`src/rtl/binary_24bitdivider.sv`:
```
// rtl/binary_24bitdivider.sv - 48/24 unsigned restoring divider, one quotient bit per cycle
module binary_24bitdivider #(
    parameter int W = 24
) (
    input  logic             clk,
    input  logic             rst_n,
    input  logic             start,
    input  logic [2*W-1:0]   a,
    input  logic [W-1:0]     b,
    output logic             busy,
    output logic             done,
    output logic [2*W-1:0]   quotient,
    output logic [W-1:0]     remainder,
    output logic             div_by_zero
);

    localparam int CW = $clog2(2*W);

    typedef enum logic [1:0] {IDLE, DIVIDE, FINISH} state_t;

    state_t          state, state_nxt;
    logic [2*W-1:0]  dvd;
    logic [W-1:0]    dsr;
    logic [W:0]      prem;
    logic [CW-1:0]   cnt;
    logic            zero_div;
    logic [W:0]      shifted;
    logic [W:0]      diff;
    logic            fits;

    // dvd shifts dividend bits out at the top and quotient bits in at the bottom
    always_comb begin
        shifted = {prem[W-1:0], dvd[2*W-1]};
        fits    = prem[W] | (shifted >= {1'b0, dsr});
        diff    = shifted - {1'b0, dsr};
    end

    always_ff @(posedge clk or negedge rst_n) begin
        if (!rst_n) state <= IDLE;
        else        state <= state_nxt;
    end

    always_comb begin
        state_nxt = state;
        busy      = (state != IDLE);
        case (state)
            IDLE:    if (start) state_nxt = (b == '0) ? FINISH : DIVIDE;
            DIVIDE:  if (cnt == '0) state_nxt = FINISH;
            FINISH:  state_nxt = IDLE;
            default: state_nxt = IDLE;
        endcase
    end

    always_ff @(posedge clk or negedge rst_n) begin
        if (!rst_n) begin
            dvd         <= '0;
            dsr         <= '0;
            prem        <= '0;
            cnt         <= '0;
            zero_div    <= 1'b0;
            done        <= 1'b0;
            quotient    <= '0;
            remainder   <= '0;
            div_by_zero <= 1'b0;
        end else begin
            done <= 1'b0;
            case (state)
                IDLE: begin
                    if (start) begin
                        dvd      <= a;
                        dsr      <= b;
                        prem     <= '0;
                        cnt      <= CW'(2*W-1);
                        zero_div <= (b == '0);
                    end
                end
                DIVIDE: begin
                    prem <= fits ? diff : shifted;
                    dvd  <= {dvd[2*W-2:0], fits};
                    cnt  <= cnt - CW'(1);
                end
                FINISH: begin
                    // with a zero divisor the dividend was never shifted
                    done        <= 1'b1;
                    quotient    <= zero_div ? '1 : dvd;
                    remainder   <= zero_div ? dvd[W-1:0] : prem[W-1:0];
                    div_by_zero <= zero_div;
                end
                default: ;
            endcase
        end
    end

endmodule

```
`config.mk`:
```
export PLATFORM = sky130hd
export DESIGN_NAME = binary_24bitdivider
export DESIGN_NICKNAME = d
export VERILOG_FILES = /design/src/rtl/binary_24bitdivider.sv
export SDC_FILE = /design/constraint.sdc
export NUM_CORES = 1
export LEC_CHECK = 0
export ABC_AREA = 1
export CAP_MARGIN = 20
export CORE_MARGIN = 2
export CORE_UTILIZATION = 51
export CTS_BUF_LIST = sky130_fd_sc_hd__clkbuf_8
export DETAILED_ROUTE_END_ITERATION = 7
export PLACE_DENSITY = 0.8
export SLEW_MARGIN = 25
export SYNTH_ARGS = -nofsm -noshare
export SYNTH_HDL_FRONTEND = slang
export SYNTH_SLANG_ARGS = --single-unit
export TNS_END_PERCENT = 20
```
`constraint.sdc`:
```
create_clock -name clk -period 1.96 [get_ports clk]
set_clock_uncertainty 0.15 [all_clocks]
set_input_delay 0.196 -clock clk [delete_from_list [all_inputs] [get_ports clk]]
set_output_delay 0.196 -clock clk [all_outputs]
set_load 0.02 [all_outputs]
```
==> out/qor.yml, run 1 <==
outcome: "finished with violations"
violations_in_the_final_reports: "negative setup slack"
tightest_slew_ns: 0.439
netlist_area_mm2: 0.00982
grt_pass1_vias: 9316
floorplan.io_pins: 150
syn-instance-count: 1247
via_count_normalized_by_instance_count: 5.43
p_int_mw: 14.3
cpPeakStageDelay_ns: 0.44
clock_tree.root_cell: "sky130_fd_sc_hd__clkbuf_8"
p_leak_nw: 6.58
min_path_type: "in2reg"
p_seq_frac: 0.244
grt_setup_unrepaired: "true"
r2r_cells: 11
yosysWarningCount: 0
worstPathCellList: "ha_4 -> nand2_4 -> nor2_4 -> inv_2 -> nor3_2 -> nand2_2 -> nand2_4 -> nand2_8 -> buf_6 -> nand4_1 -> nand3_2"
cp-start-kind: "flip-flop"
synth.ff_latch_count: 180
global_route.usage.total: 0.290
antenna_cells_inserted: 0
critical-path-top-cell-by-count: "sky130_fd_sc_hd__nand2_4"
synth.top_cell.area_share: 0.459
worstSetupStartpoint: "prem[14]"
drcViolationCount: 0
power_switching_mw: 12.5
setup_violations: 26
grt_overflow_total: 0
synth.avg_cell_area_um2: 7.87
routed_wirelength_mm: 28.9
drive_gt1_frac: 0.212
first_pass_grt_wire_length_mm: 46.7
globalRouteMet2Util: 0.479
number_of_antenna_violations_at_the_first_check_in_global_routing: 0
synth_enable_flop_cells: 0
fillCellCount: 1432
crit_path_end_kind: "flip-flop"
timing_hold_violations_final: 0
power_density_mw_per_mm2: 1980
synth_top_area_cell: "sky130_fd_sc_hd__dfrtp_1"
clkSinkCount: 180
vias: 9527
r2r-end: "prem[6]"
dpl_cell_area_mm2: 0.0126
synth_top_flop_cell: "sky130_fd_sc_hd__dfrtp_1"
critical_path.reg2reg.startpoint: "prem[14]"
grt_start_max_net_pins: 81
grt_met1_use: 0.398
library_cells_used_by_synthesis: 43
effective_utilization_at_floorplan: 0.523
layout_min_cycle_time_ns: 2.11
worst_setup_path_endpoint: "prem[6]"
report.power.total_mw: 26.9
worst-r2r-setup-slack_ns: -0.15
pwr-share-comb: 0.651
cts_inserted_buffers: 17
htree_num_levels: 4
cp.required_ns: 2.16
final.period_utilization: 1.07
power.ir.vdd_worst_mv: 0.842
clkTransAtPathRegs_ns: 0.11
timing_worst_setup_path_type: "reg2reg"
placeableCoreArea_mm2: 0.0188
synth.net_count: 1349
1st_pass_router_iterations: 6
design.die.area_mm2: 0.0204
max_clock_freq_mhz: 475
worstSkewPairLatency_ns: 0.48
area_growth_pct: 38.0
worst_case_hold_slack_ns: 0.152
final_antenna_net_count: 0
final_cell_mix: "sky130_fd_sc_hd__nand2_1 (328), sky130_fd_sc_hd__dfrtp_1 (179), sky130_fd_sc_hd__inv_1 (151), sky130_fd_sc_hd__clkdlybuf4s50_1 (147), sky130_fd_sc_hd__buf_4 (134)"
finish.net_count: 1611
rows: 50
detail_route.wl_per_cell_um: 16.5
iteration_0_drc_markers: 822
finalCoreUtilization: 0.722
grt_use_met3: 0.0456
worst-path-max-fanout: 13
timing.max_cap.violations: 0
gp_routability_congestion: 0.926
hpwlAfterDp_mm: 20.5
share_of_synthesized_registers_carrying_an_async_set_or_reset: 1.00
finished_layout_cell_area_mm2: 0.0135
sw_frac_of_total: 0.466
ctsLongestPathBuffers: 2
layout_commonest_cell: "sky130_fd_sc_hd__nand2_1"
timing.slew.headroom: 0.707
gr-max-usage-layer: "met2"
clock_tree_from_tritoncts: "built"
synth.top_cells.by_area: "sky130_fd_sc_hd__dfrtp_1 (46%), sky130_fd_sc_hd__nand2_1 (13%), sky130_fd_sc_hd__inv_1 (6.2%)"
chipWidth_um: 143
clockPowerShare: 0.105
numPortBuffers: 149
slew_viol_final: 0
chipHeight_um: 143
timing.critical_path.arrival_ns: 2.31
worst_slack_ns: -0.147
critical-path-slowest-cell: "sky130_fd_sc_hd__dfrtp_1"
synth.yosys.seq_area_share: 0.459
per-layer routing:
metal  vias up  share of wire  wire length, um
met1      4545           0.44            12600
met4         0          0.024              680
li1       4575              -                -
met5         -              0                0
met3        48          0.062             1800
met2       359           0.48            13800
synthesized netlist by cell type, types with 12 or more instances:
cell / number
sky130_fd_sc_hd__buf_2: 15
sky130_fd_sc_hd__nand2_1: 340
sky130_fd_sc_hd__inv_2: 12
sky130_fd_sc_hd__a22oi_1: 47
sky130_fd_sc_hd__nand2_2: 12
sky130_fd_sc_hd__nand3_1: 51
sky130_fd_sc_hd__o21ai_0: 78
sky130_fd_sc_hd__ha_1: 26
sky130_fd_sc_hd__a21oi_1: 64
sky130_fd_sc_hd__inv_1: 163
sky130_fd_sc_hd__clkbuf_1: 37
sky130_fd_sc_hd__nor2_1: 85
sky130_fd_sc_hd__nand3_2: 20
sky130_fd_sc_hd__o211ai_1: 22
sky130_fd_sc_hd__nand4_1: 35
sky130_fd_sc_hd__dfrtp_1: 180
flip-flops by register name (all words and copies together) (netlist names):
signal / count
cnt: 6
div_by_zero: 1
done: 1
dsr: 24
dvd: 48
prem: 25
quotient: 48
remainder: 24
state: 2
zero_div: 1
worst max-delay path: cells and delay by family, from the launching register on:
| family | cells | cell delay, ns |
|---|---|---|
| buf+inv | 2 | 0.22 |
| flops | 1 | 0.44 |
| simple gates | 8 | 0.83 |
| fa+ha+maj | 1 | 0.32 |
logic make-up (layout without fill, tap and decap cells):
family	after synthesis	after routing	share of synthesized area
and+or+nand+nor	575	576	0.268
buffers and inverters	235	509	0.0970
AOI/OAI and AO/OA	219	219	0.131
DFF	180	180	0.459
adders and majority gates	27	27	0.0352
xor gates and xnor gates	11	11	0.00981
power groups by stage:
stage | registers [mW] | clock network [mW] | logic, mW
2_1_floorplan | 7.26 | 0 | 8.78
3_3_place_gp | 6.51 | 0 | 15.8
3_5_place_dp | 6.55 | 0 | 16.1
4_1_cts | 6.53 | 2.85 | 16.9
5_1_grt | 6.75 | 2.99 | 19.1
6_report | 6.55 | 2.81 | 17.5
through the flow:
| step | setup slack (ns) | TNS [ns] | cells |
|---|---|---|---|
| floorplan | 0.00387 | 0 | 1247 |
| global placement | -0.149 | -3.28 | 1709 |
| detailed placement | -0.187 | -4.32 | 1709 |
| CTS | -0.130 | -2.75 | 1749 |
| global route | -0.271 | -6.13 | 1756 |
| finish | -0.147 | -2.82 | 1756 |
worst min path at each step:
stage	start	endpoint	slack (ns)	depth (start not counted)
floorplan	rst_n	cnt[0]	-0.25	0
global placement	rst_n	quotient[14]	-0.06	1
detailed placement	rst_n	quotient[14]	-0.06	1
CTS	b[13]	dsr[13]	0.13	3
global route	b[23]	dsr[23]	0.15	3
finish	b[13]	dsr[13]	0.15	3
area by class of cell:
| type | count | area, um^2 | share of cell area |
|---|---|---|---|
| inverters | 175 | 657 | 0.0485 |
| clock inverters | 15 | 215 | 0.0159 |
| multi-input cells | 833 | 4830 | 0.356 |
| repair buffers | 302 | 2810 | 0.208 |
| flip-flops and latches | 180 | 4510 | 0.333 |
| clock buffers | 17 | 234 | 0.0173 |
| well taps | 234 | 293 | 0.0216 |
what timing repair did:
action	4_1_cts	5_1_grt
endpoints found under the setup margin	27	27
hold buffers	3	0
resized for setup	53	24
hold endpoints to repair	180	0
cloned	1	0
pin swaps	10	22
setup buffers	4	7
(Power assumes the default switching activity.)
==> inputs of run 2 (changes only) <==
--- a/constraint.sdc
+++ b/constraint.sdc
@@ -3,3 +3,3 @@
 set_input_delay 0.196 -clock clk [delete_from_list [all_inputs] [get_ports clk]]
 set_output_delay 0.196 -clock clk [all_outputs]
-set_load 0.02 [all_outputs]
+set_load 0.01 [all_outputs]
==> out/qor.yml, run 2 (synthesized netlist as in run 1, its figures left out) <==
chipWidth_um: 143
slew_viol_final: 0
outcome: "finished with violations"
critical_path.reg2reg.startpoint: "prem[14]"
iteration_0_drc_markers: 852
worstPathCellList: "ha_4 -> nand2_4 -> nor2_4 -> inv_2 -> nor3_2 -> nand2_2 -> nand2_4 -> nand2_8 -> buf_6 -> nand4_1 -> nand3_2"
cp-start-kind: "flip-flop"
power.ir.vdd_worst_mv: 0.840
multi_input_area_mm2: 0.00483
hpwlAfterDp_mm: 20.5
power_density_mw_per_mm2: 1940
grt_use_met3: 0.0456
gr-max-usage-layer: "met2"
drcViolationCount: 0
min_path_type: "in2reg"
p_leak_nw: 6.59
layout_min_cycle_time_ns: 2.10
layout_commonest_cell: "sky130_fd_sc_hd__nand2_1"
grt_setup_unrepaired: "true"
cts_inserted_buffers: 17
final_antenna_net_count: 0
vias: 9509
floorplan.io_pins: 150
clkSinkCount: 180
global_route.usage.total: 0.290
grt_start_max_net_pins: 81
chipHeight_um: 143
cp.buffers_inverters: 2
finish.net_count: 1611
final_cell_mix: "sky130_fd_sc_hd__nand2_1 (328), sky130_fd_sc_hd__dfrtp_1 (179), sky130_fd_sc_hd__inv_1 (151), sky130_fd_sc_hd__clkdlybuf4s50_1 (147), sky130_fd_sc_hd__buf_4 (134)"
timing.slew.headroom: 0.714
1st_pass_router_iterations: 5
crit_path_end_kind: "flip-flop"
globalRouteMet2Util: 0.479
worst_slack_ns: -0.145
rows: 50
drive_gt1_frac: 0.212
critical-path-slowest-cell: "sky130_fd_sc_hd__dfrtp_1"
violations_in_the_final_reports: "negative setup slack"
final.period_utilization: 1.07
timing.critical_path.arrival_ns: 2.31
clkTransAtPathRegs_ns: 0.11
timing_worst_setup_path_type: "reg2reg"
worst_path_dominant_cell_family: "simple AND/OR/NAND/NOR gates"
first_pass_grt_wire_length_mm: 46.7
grt_overflow_total: 0
setup_violations: 26
area_growth_pct: 38.0
worst-path-max-fanout: 13
ctsLongestPathBuffers: 2
worstSetupStartpoint: "prem[14]"
timing.max_cap.violations: 0
grt_met1_use: 0.398
clock_tree.root_cell: "sky130_fd_sc_hd__clkbuf_8"
routed_wirelength_mm: 28.9
timing_hold_violations_final: 0
cpPeakStageDelay_ns: 0.44
placeableCoreArea_mm2: 0.0188
ff_latch_area_mm2: 0.00451
numPortBuffers: 149
clock_tree_from_tritoncts: "built"
max_clock_freq_mhz: 475
preCtsSetupSlack_ns: -0.187
layout_top_registers: "dvd (48), quotient (48), prem (25)"
detail_route.wl_per_cell_um: 16.5
gp_routability_congestion: 0.926
tightest_slew_ns: 0.429
r2r_cells: 11
worst-r2r-setup-slack_ns: -0.14
via_count_normalized_by_instance_count: 5.42
report.power.total_mw: 26.3
hold-path-cell-count: 3
grt_pass1_vias: 9316
worstSkewPairLatency_ns: 0.48
htree_num_levels: 4
cp.required_ns: 2.16
hold_path_startpoint: "b[13]"
critical-path-top-cell-by-count: "sky130_fd_sc_hd__nand2_4"
number_of_antenna_violations_at_the_first_check_in_global_routing: 0
effective_utilization_at_floorplan: 0.523
fillCellCount: 1431
design.die.area_mm2: 0.0204
antenna_cells_inserted: 0
number_of_logic_stages_on_the_critical_path_including_buffering: 11
==> run 2: final cells by class <==
class,count,area share
clock inverters,15,0.0159
inverters,175,0.0485
repair buffers,302,0.208
flip-flops and latches,180,0.333
well taps,234,0.0216
multi-input cells,833,0.356
clock buffers,17,0.0173
==> run 2: worst register-to-register path, stage by stage (launching register included) <==
cell and delay [ns]:
sky130_fd_sc_hd__dfrtp_1 0.44, sky130_fd_sc_hd__ha_4 0.32, sky130_fd_sc_hd__nand2_4 0.08, sky130_fd_sc_hd__nor2_4 0.15, sky130_fd_sc_hd__inv_2 0.04, sky130_fd_sc_hd__nor3_2 0.13
sky130_fd_sc_hd__nand2_2 0.11, sky130_fd_sc_hd__nand2_4 0.10, sky130_fd_sc_hd__nand2_8 0.08, sky130_fd_sc_hd__buf_6 0.18, sky130_fd_sc_hd__nand4_1 0.11, sky130_fd_sc_hd__nand3_2 0.09
==> run 2: metrics by stage <==
stage / hold WS, ns / instance area [um^2] / TNS [ns] / utilization / cells
6_report: 0.150 / 13500 / -2.83 / 0.722 / 1756
5_1_grt: 0.154 / 13500 / -6.13 / 0.722 / 1756
4_1_cts: 0.130 / 13400 / -2.75 / 0.713 / 1749
2_1_floorplan: -0.250 / 9920 / 0 / - / 1247
3_3_place_gp: -0.0629 / 12600 / -3.28 / 0.673 / 1709
3_5_place_dp: -0.0643 / 12600 / -4.32 / 0.673 / 1709
==> run 2: layer usage <==
layer  wire (um)  share of wire  vias to the layer above
met3        1730          0.060                       43
met4         664          0.023                        0
met1       12700           0.44                     4552
met2       13800           0.48                      339
met5           0              0                        -
li1            -              -                     4575
==> run 2: where the power goes <==
| part | switching [mW] | leakage [nW] | total, mW | internal (mW) |
|---|---|---|---|---|
| Combinational | 9.31 | 4.26 | 16.9 | 7.63 |
| Clock | 1.59 | 0.215 | 2.81 | 1.22 |
| Sequential | 1.06 | 2.11 | 6.55 | 5.49 |
| Total | 12.0 | 6.59 | 26.3 | 14.3 |
==> run 2: repair_timing <==
| item | CTS | global route |
|---|---|---|
| buffers inserted | 4 | 7 |
| endpoints found under the setup margin | 27 | 28 |
| resized for setup | 52 | 25 |
| pin swaps | 10 | 22 |
| hold buffers | 3 | 0 |
| cloned | 1 | 0 |
| hold endpoints to repair | 180 | 0 |
==> run 2: worst paths after layout <==
path / endpoint
max in group asynchronous: quotient[18]
worst max-delay path: prem[6]
min in group asynchronous: quotient[7]
worst max register to register: prem[6]
worst min register to register: dsr[0]
worst min-delay path: dsr[13]
==> inputs of run 3 (changes only) <==
- CORE_UTILIZATION: 51 -> 54
- PLACE_DENSITY: 0.8 -> 0.81
- clock period: 1.96 -> 2.65 ns (I/O delays scaled with it)
==> out/qor.yml, run 3 (synthesized netlist as in run 1, its figures left out) <==
outcome: "complete, no violations"
layout_top_registers: "dvd (48), quotient (48), prem (25)"
fillCellCount: 1524
cp.buffers_inverters: 0
design.die.area_mm2: 0.0193
worst-path-max-fanout: 4
numPortBuffers: 149
via_count_normalized_by_instance_count: 5.50
floorplan.io_pins: 150
final_cell_mix: "sky130_fd_sc_hd__nand2_1 (340), sky130_fd_sc_hd__dfrtp_1 (180), sky130_fd_sc_hd__inv_1 (163), sky130_fd_sc_hd__clkdlybuf4s50_1 (148), sky130_fd_sc_hd__nor2_1 (81)"
number_of_antenna_violations_at_the_first_check_in_global_routing: 0
timing.slew.headroom: 0.466
clkTransAtPathRegs_ns: 0.11
timing.setup.tns_ns: 0
power.ir.vdd_worst_mv: 0.924
vias: 8920
gp_routability_congestion: 1.01
chipHeight_um: 139
ctsLongestPathBuffers: 2
timing.critical_path.arrival_ns: 2.76
timing_hold_violations_final: 0
worst_setup_path_endpoint: "prem[18]"
global_route.usage.total: 0.285
worstPathCellList: "ha_1 -> nand2_1 -> nor2_1 -> nand3_1 -> nand3_1 -> nand2_1 -> nand2_1 -> nand2_1 -> nand2_1 -> nand3_2 -> nand3_1"
routed_wirelength_mm: 26.7
worst-r2r-setup-slack_ns: 0.16
grt_pass1_vias: 8660
critical-path-top-cell-by-count: "sky130_fd_sc_hd__nand2_1"
grt_start_max_net_pins: 69
critical-path-slowest-cell: "sky130_fd_sc_hd__dfrtp_1"
effective_utilization_at_floorplan: 0.548
worst_path_dominant_cell_family: "simple AND/OR/NAND/NOR gates"
p_leak_nw: 5.81
slew_viol_final: 0
setup_violations: 0
hpwlAfterDp_mm: 19.6
detail_route.wl_per_cell_um: 16.5
worstSkewPairLatency_ns: 0.49
final.period_utilization: 0.939
r2r-end: "prem[18]"
cp-start-kind: "flip-flop"
preCtsSetupSlack_ns: 0.177
power_density_mw_per_mm2: 1380
clock_tree_from_tritoncts: "built"
clock_tree.root_cell: "sky130_fd_sc_hd__clkbuf_8"
grt_overflow_total: 0
first_pass_grt_wire_length_mm: 44.4
critical_path.reg2reg.startpoint: "prem[7]"
htree_num_levels: 4
cpPeakStageDelay_ns: 0.44
final_antenna_net_count: 0
max_clock_freq_mhz: 402
tightest_slew_ns: 0.801
r2r_cells: 11
worst_slack_ns: 0.161
placeableCoreArea_mm2: 0.0179
layout_min_cycle_time_ns: 2.49
chipWidth_um: 139
cts_inserted_buffers: 17
clkSinkCount: 180
antenna_cells_inserted: 0
timing_worst_setup_path_type: "reg2reg"
number_of_logic_stages_on_the_critical_path_including_buffering: 11
min_path_type: "in2async"
drive_gt1_frac: 0.0897
layout_commonest_cell: "sky130_fd_sc_hd__nand2_1"
timing.max_cap.violations: 0
finish.net_count: 1483
grt_setup_unrepaired: "false"
worstSetupStartpoint: "prem[7]"
area_growth_pct: 22.3
crit_path_end_kind: "flip-flop"
drcViolationCount: 0
rows: 49
iteration_0_drc_markers: 698
1st_pass_router_iterations: 5
cp.required_ns: 2.93
-- run 3: cell type report --
type | instances | area (um^2) | area share
sequential | 180 | 4500 | 0.375
multi-input combinational | 832 | 4390 | 0.366
timing repair buffer | 175 | 1740 | 0.145
inverter | 175 | 657 | 0.0547
tap | 229 | 287 | 0.0239
clock buffer | 17 | 234 | 0.0195
clock inverter | 15 | 185 | 0.0154
-- run 3: per-stage QoR --
stage	utilization	area, um^2	std cells	total power, mW	hold slack [ns]
floorplan	-	9820	1247	11.3	-0.181
global placement	0.646	11600	1590	14.2	0.158
detailed placement	0.646	11600	1590	14.5	0.158
CTS	0.670	12000	1623	16.5	0.184
global route	0.670	12000	1623	17.9	0.223
finish	0.670	12000	1623	16.5	0.179
-- run 3: what timing repair did --
item                                    4_1_cts  5_1_grt
buffers inserted                              0        0
endpoints found under the setup margin        0        1
hold endpoints to repair                     63        0
hold buffers                                  1        0
gates resized for setup                       0        1
-- run 3: worst min path at each step --
stage | start | endpoint | slack (ns)
after floorplan | rst_n | cnt[0] | -0.18
after global placement | rst_n | quotient[32] | 0.16
after detailed placement | rst_n | quotient[32] | 0.16
after CTS | rst_n | quotient[28] | 0.18
after global routing | b[3] | dsr[3] | 0.22
final | rst_n | quotient[32] | 0.18
-- run 3: where the power goes --
group / internal (mW) / switching (mW)
Sequential: 4.06 / 0.846
Clock: 0.801 / 1.16
Combinational: 3.60 / 6.04
Total: 8.46 / 8.05
-- run 3: worst reg2reg max path, stage by stage (launching register included) --
cell and delay, ns:
sky130_fd_sc_hd__dfrtp_1 0.44, sky130_fd_sc_hd__ha_1 0.38, sky130_fd_sc_hd__nand2_1 0.18, sky130_fd_sc_hd__nor2_1 0.36, sky130_fd_sc_hd__nand3_1 0.12, sky130_fd_sc_hd__nand3_1 0.23
sky130_fd_sc_hd__nand2_1 0.12, sky130_fd_sc_hd__nand2_1 0.09, sky130_fd_sc_hd__nand2_1 0.05, sky130_fd_sc_hd__nand2_1 0.13, sky130_fd_sc_hd__nand3_2 0.09, sky130_fd_sc_hd__nand3_1 0.09
-- run 3: routing by layer --
layer  up-vias  share of wire  global-route usage
li1       4320              -                   -
met1      4258           0.45               0.409
met2       307           0.46               0.444
met3        35          0.067              0.0580
met4         0          0.017              0.0803
met5         -              0                   0
